### config.mk
export PLATFORM = sky130hd
export DESIGN_NAME = collision_check_scheduler
export DESIGN_NICKNAME = d
export VERILOG_FILES = /design/src/rtl/collision_check_scheduler.sv
export SDC_FILE = /design/constraint.sdc
export NUM_CORES = 1
export LEC_CHECK = 0
export CAP_MARGIN = 20
export CORE_MARGIN = 2
export CORE_UTILIZATION = 42
export DETAILED_ROUTE_END_ITERATION = 8
export PLACE_DENSITY = 0.91
export RECOVER_POWER = 100
export SLEW_MARGIN = 20
export SYNTH_ARGS = -nofsm -noshare
export SYNTH_HDL_FRONTEND = slang
export SYNTH_SLANG_ARGS = --single-unit
### constraint.sdc
create_clock -name clk -period 3.35 [get_ports clk]
set_clock_uncertainty 0.1 [all_clocks]
set_input_delay 0.67 -clock clk [delete_from_list [all_inputs] [get_ports clk]]
set_output_delay 0.67 -clock clk [all_outputs]
set_load 0.02 [all_outputs]
### src/rtl/collision_check_scheduler.sv
// collision_check_scheduler: round-robin time-sharing of one piece_mask_generator
// between N_REQ game-logic requesters. A granted request drives the generator's
// piece_x/piece_y, captures the returned 6x6 window, scans the 4x4 shape against
// it one column per cycle and answers with a one-cycle done pulse plus collide.

// Per-column overlap test: any shape cell in this column landing on a set window cell.
module ccs_col_hit (
  input  logic [3:0] shape_col,
  input  logic [3:0] win_col,
  output logic       hit
);
  assign hit = |(shape_col & win_col);
endmodule

module collision_check_scheduler #(
  parameter  int BOARD_WIDTH  = 10,
  parameter  int BOARD_HEIGHT = 20,
  parameter  int N_REQ        = 3,
  localparam int XW = $clog2(BOARD_WIDTH),
  localparam int YW = $clog2(BOARD_HEIGHT),
  localparam int IW = (N_REQ > 1) ? $clog2(N_REQ) : 1
) (
  input  logic                       clk,
  input  logic                       reset_n,
  input  logic [N_REQ-1:0]           req,
  input  logic [N_REQ-1:0][XW-1:0]   req_x,
  input  logic [N_REQ-1:0][YW-1:0]   req_y,
  input  logic [N_REQ-1:0][15:0]     req_shape,
  output logic [N_REQ-1:0]           done,
  output logic                       collide,
  output logic                       busy,
  output logic [IW-1:0]              gnt_idx,
  output logic [XW-1:0]              mask_x,
  output logic [YW-1:0]              mask_y,
  input  logic [5:0][5:0]            window
);

  typedef enum logic [1:0] {IDLE, FETCH, SCAN, RESP} state_t;

  state_t         state;
  logic [IW-1:0]  ptr;
  logic [15:0]    shape_q;
  logic [5:0][5:0] win_q;
  logic           hit;
  logic [1:0]     col;

  logic           found;
  logic [IW-1:0]  pick;
  logic [IW:0]    cand;
  logic [3:0]     col_hit;

  // Round-robin pick: first set req at or after ptr, wrapping modulo N_REQ.
  always_comb begin
    found = 1'b0;
    pick  = '0;
    cand  = '0;
    for (int i = 0; i < N_REQ; i++) begin
      cand = {1'b0, ptr} + (IW+1)'(i);
      if (cand >= (IW+1)'(N_REQ)) cand = cand - (IW+1)'(N_REQ);
      if (!found && req[cand[IW-1:0]]) begin
        found = 1'b1;
        pick  = cand[IW-1:0];
      end
    end
  end

  // Shape is anchored at window local (1,1), so shape column c meets window
  // column c+1 and rows 1..4; the outer ring of the window is never consulted.
  for (genvar c = 0; c < 4; c++) begin : g_col
    ccs_col_hit u_col (
      .shape_col (shape_q[c*4 +: 4]),
      .win_col   (win_q[c+1][4:1]),
      .hit       (col_hit[c])
    );
  end

  logic unused_win;
  assign unused_win = ^{win_q[0], win_q[5],
                        win_q[1][0], win_q[1][5], win_q[2][0], win_q[2][5],
                        win_q[3][0], win_q[3][5], win_q[4][0], win_q[4][5]};

  // Busy covers the grant cycle itself, hence the combinational term in IDLE.
  assign busy = (state != IDLE) || (reset_n && found);

  // Control FSM: grant, fetch window, 4-column scan, respond.
  always_ff @(posedge clk) begin
    if (!reset_n) begin
      state   <= IDLE;
      done    <= '0;
      collide <= 1'b0;
      gnt_idx <= '0;
      mask_x  <= '0;
      mask_y  <= '0;
      ptr     <= '0;
      hit     <= 1'b0;
      col     <= '0;
      shape_q <= '0;
      win_q   <= '0;
    end else begin
      done    <= '0;
      collide <= 1'b0;
      case (state)
        IDLE: begin
          if (found) begin
            gnt_idx <= pick;
            mask_x  <= req_x[pick];
            mask_y  <= req_y[pick];
            shape_q <= req_shape[pick];
            hit     <= 1'b0;
            col     <= '0;
            state   <= FETCH;
          end
        end
        FETCH: begin
          // Generator is combinational off mask_x/mask_y, so window is valid now.
          win_q <= window;
          col   <= '0;
          state <= SCAN;
        end
        SCAN: begin
          // Fixed-length scan: no early exit, latency independent of result.
          hit <= hit | col_hit[col];
          col <= col + 2'd1;
          if (col == 2'd3) begin
            done    <= N_REQ'(1) << gnt_idx;
            collide <= hit | col_hit[col];
            state   <= RESP;
          end
        end
        RESP: begin
          ptr   <= (gnt_idx == IW'(N_REQ-1)) ? '0 : gnt_idx + IW'(1);
          state <= IDLE;
        end
        default: state <= IDLE;
      endcase
    end
  end

endmodule
==> metrics.yaml, run 1 <==
status:
  outcome: "finished clean"
synth:
  syn-instance-count: 300
  synth_area_leaders: "dfxtp_1 37%, mux2i_1 16%, mux2_4 10%"
  yosysWarnings: 0
  yosys_register_bits: 54
  synth_top_family_by_area: "multiplexers"
  synth_top_area_share_pct: 36.9
  synthSimpleGateAreaFrac_pct: 12.3
  synthXorXnorAreaFrac_pct: 0
  synth_fp_nets: 426
  synth_compound_gate_area_share_pct: 11.7
  synth_fa_ha_area_share_pct: 4.27
  ys_types: 40
  synthesis.area_um2: 2930
  muxShareOfSynthArea_pct: 30.1
  avgSynthCellArea_um2: 9.77
  yosysTopAreaCell: "dfxtp_1"
  ys_seq_area_share_pct: 36.9
clock_network:
  clk_pin_slew_ns: 0.09
  cts_root_buf: "clkbuf_8"
  h-tree-depth: 2
  clock_latency_ns: 0.30
  postCtsSetupBuffers: 0
  clock_sinks: 54
  cts_tree: "yes"
  clock_path_buffers: 2
  cts_buffers: 5
placement:
  dpl.cell_count: 485
  finalWeightedCongestion: 0.822
  dpl_worst_slack_ns: -0.0192
  port_buffers: 111
  hpwl_mm: 5.72
worst_setup_path:
  path_max_fanout: 6
  cp-end-kind: "output port"
  required_ns: 2.58
  regToRegSetupSlack_ns: 0.57
  critPathKind: "in2out"
  cp-start-kind: "input pin"
  arrival_ns: 2.24
route:
  drt_iter0_drc: 154
  routed_wl_mm: 7.26
  drcViolationCount: 0
  vias: 2559
  vias_per_cell: 5.20
  firstDrtPassIters: 5
  antenna_left: 0
  wl_per_cell_um: 14.8
timing:
  fmax_mhz: 333
  min_period_ns: 3.01
  tns_ns: 0
  relSlewSlack_pct: 30.3
  rsz0062_at_grt: "no"
  drv_slew: 0
  setup_viol: 0
  hold_slack_ns: 0.348
  fin_ws_ns: 0.343
  worst_slew_pin_slew_ns: 1.05
  finalHoldViolCount: 0
  period_share_pct: 89.7
die:
  fp.dieH_um: 87.5
  dieWidth_um: 87.5
  rows: 30
  initial_core_util_pct: 43.4
  die-area_um2: 7660
  ios: 132
  core_um2: 6760
cells_and_area:
  final_layout_size_suffix_gt1_share_pct: 8.25
  antenna_cells: 0
  finalNonFillerCells: 492
  area_delta_synth_final_pct: 42.0
  fillers: 589
  layout.nets: 538
power:
  p_leak_nw: 1.72
  powerDensity_nw_per_um2: 580
  peakVddDrop_v: 0.000229
  power_mw: 2.41
flow_run:
  drv_cap: 0
global_route:
  grt_pass1_wl_mm: 11.6
  grt.overflow.total: 0
  grt_pass1_vias: 2580
  grt_usage_pct: 18.7
  antenna_found_initial: 0
  grt_max_degree: 26
worst_hold_path:
  hold_class: "reg2reg"
## cells in the final DEF, fill, tap and decap left out, types with 3 or more instances in the layout
cell type / n
a21oi_1: 3
nor3_1: 6
nand3_1: 5
nor2_1: 26
buf_4: 4
clkbuf_1: 5
o21ai_0: 13
mux2_1: 14
mux2_2: 6
ha_1: 8
mux2i_1: 47
dlygate4sd3_1: 16
clkdlybuf4s50_1: 94
o31ai_1: 3
mux2_4: 6
o21ai_1: 17
dfxtp_1: 54
a22oi_1: 4
inv_1: 9
nand2_1: 32
clkbuf_8: 5
a22o_1: 4
## Yosys cell counts
cell	n
o211ai_1	1
a311oi_1	1
mux2_2	6
o41ai_1	1
inv_1	9
o21ai_1	22
o22ai_1	1
o21ai_0	8
nor2_1	26
a21oi_1	3
o311ai_2	1
nor3b_1	2
nor4_1	1
buf_6	3
a211oi_2	1
and2_1	2
a22oi_1	4
mux2i_1	47
nand3_1	5
buf_2	4
o31ai_1	3
or3b_2	1
ha_1	10
nand4b_1	1
nor2b_1	1
clkbuf_1	7
o32a_1	1
or3b_1	1
mux2_4	20
nand2_1	32
nand2b_1	1
nand3b_1	2
buf_4	3
a22o_1	4
dfxtp_1	54
mux2i_4	2
o21bai_1	1
a211oi_1	1
a31oi_1	1
nor3_1	6
## timing repair
item                                    in CTS  in global routing
hold buffers                                 0                  0
endpoints found under the setup margin       1                  1
resized for setup                            1                  3
## metrics by stage
stage | util (%) | cell area [µm²]
finish | 61.6 | 4160
global placement | 61.4 | 4150
CTS | 62.7 | 4240
detailed placement | 61.4 | 4150
global route | 61.6 | 4160
floorplan | - | 2930
## power by group
part | internal, mW | switching, mW | total, mW
Combinational | 0.552 | 0.550 | 1.10
Sequential | 0.837 | 0.125 | 0.962
Clock | 0.143 | 0.204 | 0.347
Total | 1.53 | 0.879 | 2.41
## worst paths after layout
check / start / to / depth (start not counted)
worst max-delay path: req[1] / busy / 6
worst min-delay path: mask_x[0] / mask_x[0] / 2
worst max register to register: ptr[0] / shape_q[14] / 10
worst min register to register: mask_x[0] / mask_x[0] / 2
## state kept, by name, summed over array words and instances, names as in the netlist
register / count
col: 2
shape_q: 16
mask_x: 4
ptr: 2
state: 2
hit: 1
collide: 1
win_q: 16
gnt_idx: 2
mask_y: 5
done: 3
## metal layers
layer	vias to the layer above	wire length [µm]	GRT usage (%)
met4	0	35	2.24
met1	1195	2930	22.4
met3	4	367	3.96
li1	1286	-	-
met2	74	3930	35.2
met5	-	0	0
## cell type report
cell class	count	area, µm²	area share [%]
Clock buffer	5	68.8	1.65
Clock inverter	2	15.0	0.361
Inverter	9	33.8	0.812
Multi-Input combinational cell	220	1670	40.1
Sequential cell	54	1080	26.0
Tap cell	80	100	2.41
Timing Repair Buffer	122	1190	28.7
## worst max-delay path: stages
cell and delay (ns):
clkdlybuf4s50_1 0.50, mux2i_1 0.34, mux2i_4 0.11, nor3_1 0.29
o21ai_0 0.14, clkbuf_1 0.19
## cell families after synthesis
logic type,after synthesis
AOI/OAI and AO/OA,54
adders and majority gates,10
buffers and inverters,26
DFF,54
muxes,75
and+or+nand+nor,81
Power figures use the tool's default switching activity.
==> inputs of run 2 (changes only) <==
--- a/config.mk
+++ b/config.mk
@@ -8,8 +8,9 @@
 export CAP_MARGIN = 20
 export CORE_MARGIN = 2
 export CORE_UTILIZATION = 42
+export CTS_CLUSTER_DIAMETER = 50
 export DETAILED_ROUTE_END_ITERATION = 8
-export PLACE_DENSITY = 0.91
+export PLACE_DENSITY_LB_ADDON = 0.25
 export RECOVER_POWER = 100
 export SLEW_MARGIN = 20
 export SYNTH_ARGS = -nofsm -noshare
==> run 2 against run 1 <==
Effect of this change: die area is the same; flip-flop and latch count did not move; cell count unchanged; fmax down 2.2%; non-clock buffer count is 1 lower; register-to-register slack about the same; clock power is 32% higher; hold slack gained 0.0094 ns; count of clock-buffer cells in the layout unchanged; combinational power barely moved; sequential power is 0.5% lower; critical path depth stayed put; critical path type unchanged; critical endpoint unchanged; largest power group unchanged; highest routed layer unchanged.
==> metrics.yaml, run 2 (synthesis results as in run 1) <==
worst_setup_path:
  path_depth: 6  # unchanged
  arrival_ns: 2.30  # was 2.24 ns
  cp.buffers_inverters: 2  # unchanged
  cp-start-kind: "input pin"  # unchanged
  cp_slowest_stage_delay_ns: 0.70  # was 0.50 ns
  path_max_fanout: 6  # unchanged
  ff2ff_path_depth: 9  # was 10
  critical_path.cell_chain: "dlygate4sd3_1 > mux2i_1 > o21ai_0 > nor3_1 > o21ai_0 > clkbuf_1"  # was clkdlybuf4s50_1 > mux2i_1 > mux2i_4 > nor3_1 > o21ai_0 > clkbuf_1
  cp_slowest_cell: "dlygate4sd3_1"  # was clkdlybuf4s50_1
  crit_top_cell: "o21ai_0"
  cp_top_family: "buffers and inverters"  # unchanged
  critPathKind: "in2out"  # unchanged
  cp-end-kind: "output port"  # unchanged
  required_ns: 2.58  # about the same
route:
  drcViolationCount: 0  # unchanged
  vias_per_cell: 5.12  # was 5.20
  drt_iter0_drc: 91  # was 154
  vias: 2521  # was 2559
  antenna_left: 0  # unchanged
  firstDrtPassIters: 4  # was 5
  wl_per_cell_um: 14.1  # was 14.8 µm
  routed_wl_mm: 6.93  # was 7.26 mm
cells_and_area:
  reg_top3: "shape_q: 16 flops, win_q: 16 flops, mask_y: 5 flops"  # unchanged
  final_util_pct: 62.9  # was 61.6%
  layout.nets: 537  # was 538
  final_common_cell: "clkdlybuf4s50_1"  # unchanged
  final_layout_size_suffix_gt1_share_pct: 11.7  # was 8.25%
  layout_common_cells: "93 x clkdlybuf4s50_1, 54 x dfxtp_1, 46 x mux2i_1"  # was 94 x clkdlybuf4s50_1, 54 x dfxtp_1, 47 x mux2i_1
  area_delta_synth_final_pct: 45.0  # was 42.0%
  fillers: 613  # was 589
  antenna_cells: 0  # unchanged
global_route:
  grt_pass1_vias: 2457  # was 2580
  grt.overflow.total: 0  # unchanged
  top_usage_layer: "met2"  # unchanged
  use_met2_pct: 33.3  # was 35.2%
  gr-usage-met3_pct: 3.68  # was 3.96%
  grt_max_degree: 27  # was 26
  grt_usage_pct: 18.5  # was 18.7%
  antenna_found_initial: 0  # unchanged
  grt_pass1_wl_mm: 11.3  # was 11.6 mm
  met1_usage_pct: 22.5  # was 22.4%
timing:
  tns_ns: 0  # unchanged
  worst_slew_pin_slew_ns: 1.01  # was 1.05 ns
  period_share_pct: 91.7  # was 89.7%
  finalHoldViolCount: 0  # unchanged
  relSlewSlack_pct: 32.9  # was 30.3%
  drv_slew: 0  # unchanged
  min_period_ns: 3.07  # was 3.01 ns
  setup_viol: 0  # unchanged
  rsz0062_at_grt: "no"  # unchanged
  fmax_mhz: 325  # was 333 MHz
power:
  combPwrFrac_pct: 44.2  # was 45.7%
  swShare_pct: 35.2  # was 36.5%
  peakVddDrop_v: 0.000238  # was 0.000229 V
  power_frac_clock_pct: 18.1  # was 14.4%
  p_sw_mw: 0.893  # was 0.879 mW
  power_mw: 2.53  # was 2.41 mW
  p_int_mw: 1.64  # was 1.53 mW
  seqPwrFrac_pct: 37.7  # was 39.9%
  powerDensity_nw_per_um2: 596  # was 580 nW/µm²
  p_leak_nw: 1.80  # was 1.72 nW
die:
  die-area_um2: 7660  # unchanged
  rows: 30  # unchanged
  core_um2: 6760  # unchanged
  ios: 132  # unchanged
  fp.dieH_um: 87.5  # unchanged
  initial_core_util_pct: 43.4  # unchanged
  dieWidth_um: 87.5  # unchanged
clock_network:
  cts_root_buf: "clkbuf_8"  # unchanged
  clock_path_buffers: 2  # unchanged
  postCtsSetupBuffers: 0  # unchanged
  clock_sinks: 54  # unchanged
  cts_tree: "yes"  # unchanged
  cts_buffers: 5  # unchanged
  h-tree-depth: 2  # unchanged
  clk_pin_slew_ns: 0.10  # was 0.09 ns
  clock_latency_ns: 0.32  # was 0.30 ns
placement:
  finalWeightedCongestion: 0.863  # was 0.822
  hpwl_mm: 5.30  # was 5.72 mm
  port_buffers: 111  # unchanged
worst_hold_path:
  hold_class: "reg2reg"  # unchanged
  hold_depth: 2  # unchanged
status:
  outcome: "finished clean"  # unchanged
flow_run:
  drv_cap: 0  # unchanged
-- run 2: worst reg2reg max path, delay by kind of cell, from the launching register on --
kind | cells | cell delay, ns
buf+inv | 2 | 0.26
flops | 1 | 0.34
mux | 2 | 0.59
compound gates | 3 | 0.93
fa+ha+maj | 1 | 0.33
simple gates | 1 | 0.11
-- run 2: area by class of cell --
cell class | count | area [µm²] | share of cell area [%]
tap | 80 | 100 | 2.36
clock inverter | 3 | 48.8 | 1.15
inverter | 9 | 33.8 | 0.795
clock buffer | 5 | 68.8 | 1.62
multi-input combinational | 220 | 1730 | 40.6
sequential | 54 | 1080 | 25.4
timing repair buffer | 121 | 1190 | 28.0
-- run 2: layer usage --
metal  wire, µm  vias to the layer above
met5          0                        -
met4         85                        0
met3        274                        8
met2       3590                       65
met1       2980                     1170
li1           -                     1278
-- run 2: through the flow --
stage	hold WS [ns]	area (µm²)	setup slack, ns	instances
final	0.358	4250	0.277	492
after global routing	0.378	4250	0.199	492
after CTS	0.358	4260	0.0201	492
after detailed placement	0.344	4140	0.00484	484
after global placement	0.337	4140	0.103	484
after floorplan	0.325	2930	0.845	300
-- run 2: what timing repair did --
item | in CTS | in global routing
endpoints found under the setup margin | 1 | 1
hold buffers | 0 | 0
gates resized for setup | 1 | 4
-- run 2: power groups by stage --
stage / sequential (mW) / clock, mW / combinational, mW
6_report: 0.957 / 0.458 / 1.12
5_1_grt: 0.986 / 0.492 / 1.23
4_1_cts: 0.961 / 0.467 / 1.18
3_5_place_dp: 0.975 / 0 / 1.18
3_3_place_gp: 0.969 / 0 / 1.15
2_1_floorplan: 1.01 / 0 / 0.725
-- run 2: path summary, 6_finish.rpt --
path	startpoint	endpoint	slack, ns
hold reg to reg	shape_q[1]	shape_q[1]	0.36
setup reg to reg	ptr[1]	shape_q[15]	0.58
setup / recovery	req[0]	busy	0.28
hold / removal	shape_q[1]	shape_q[1]	0.36
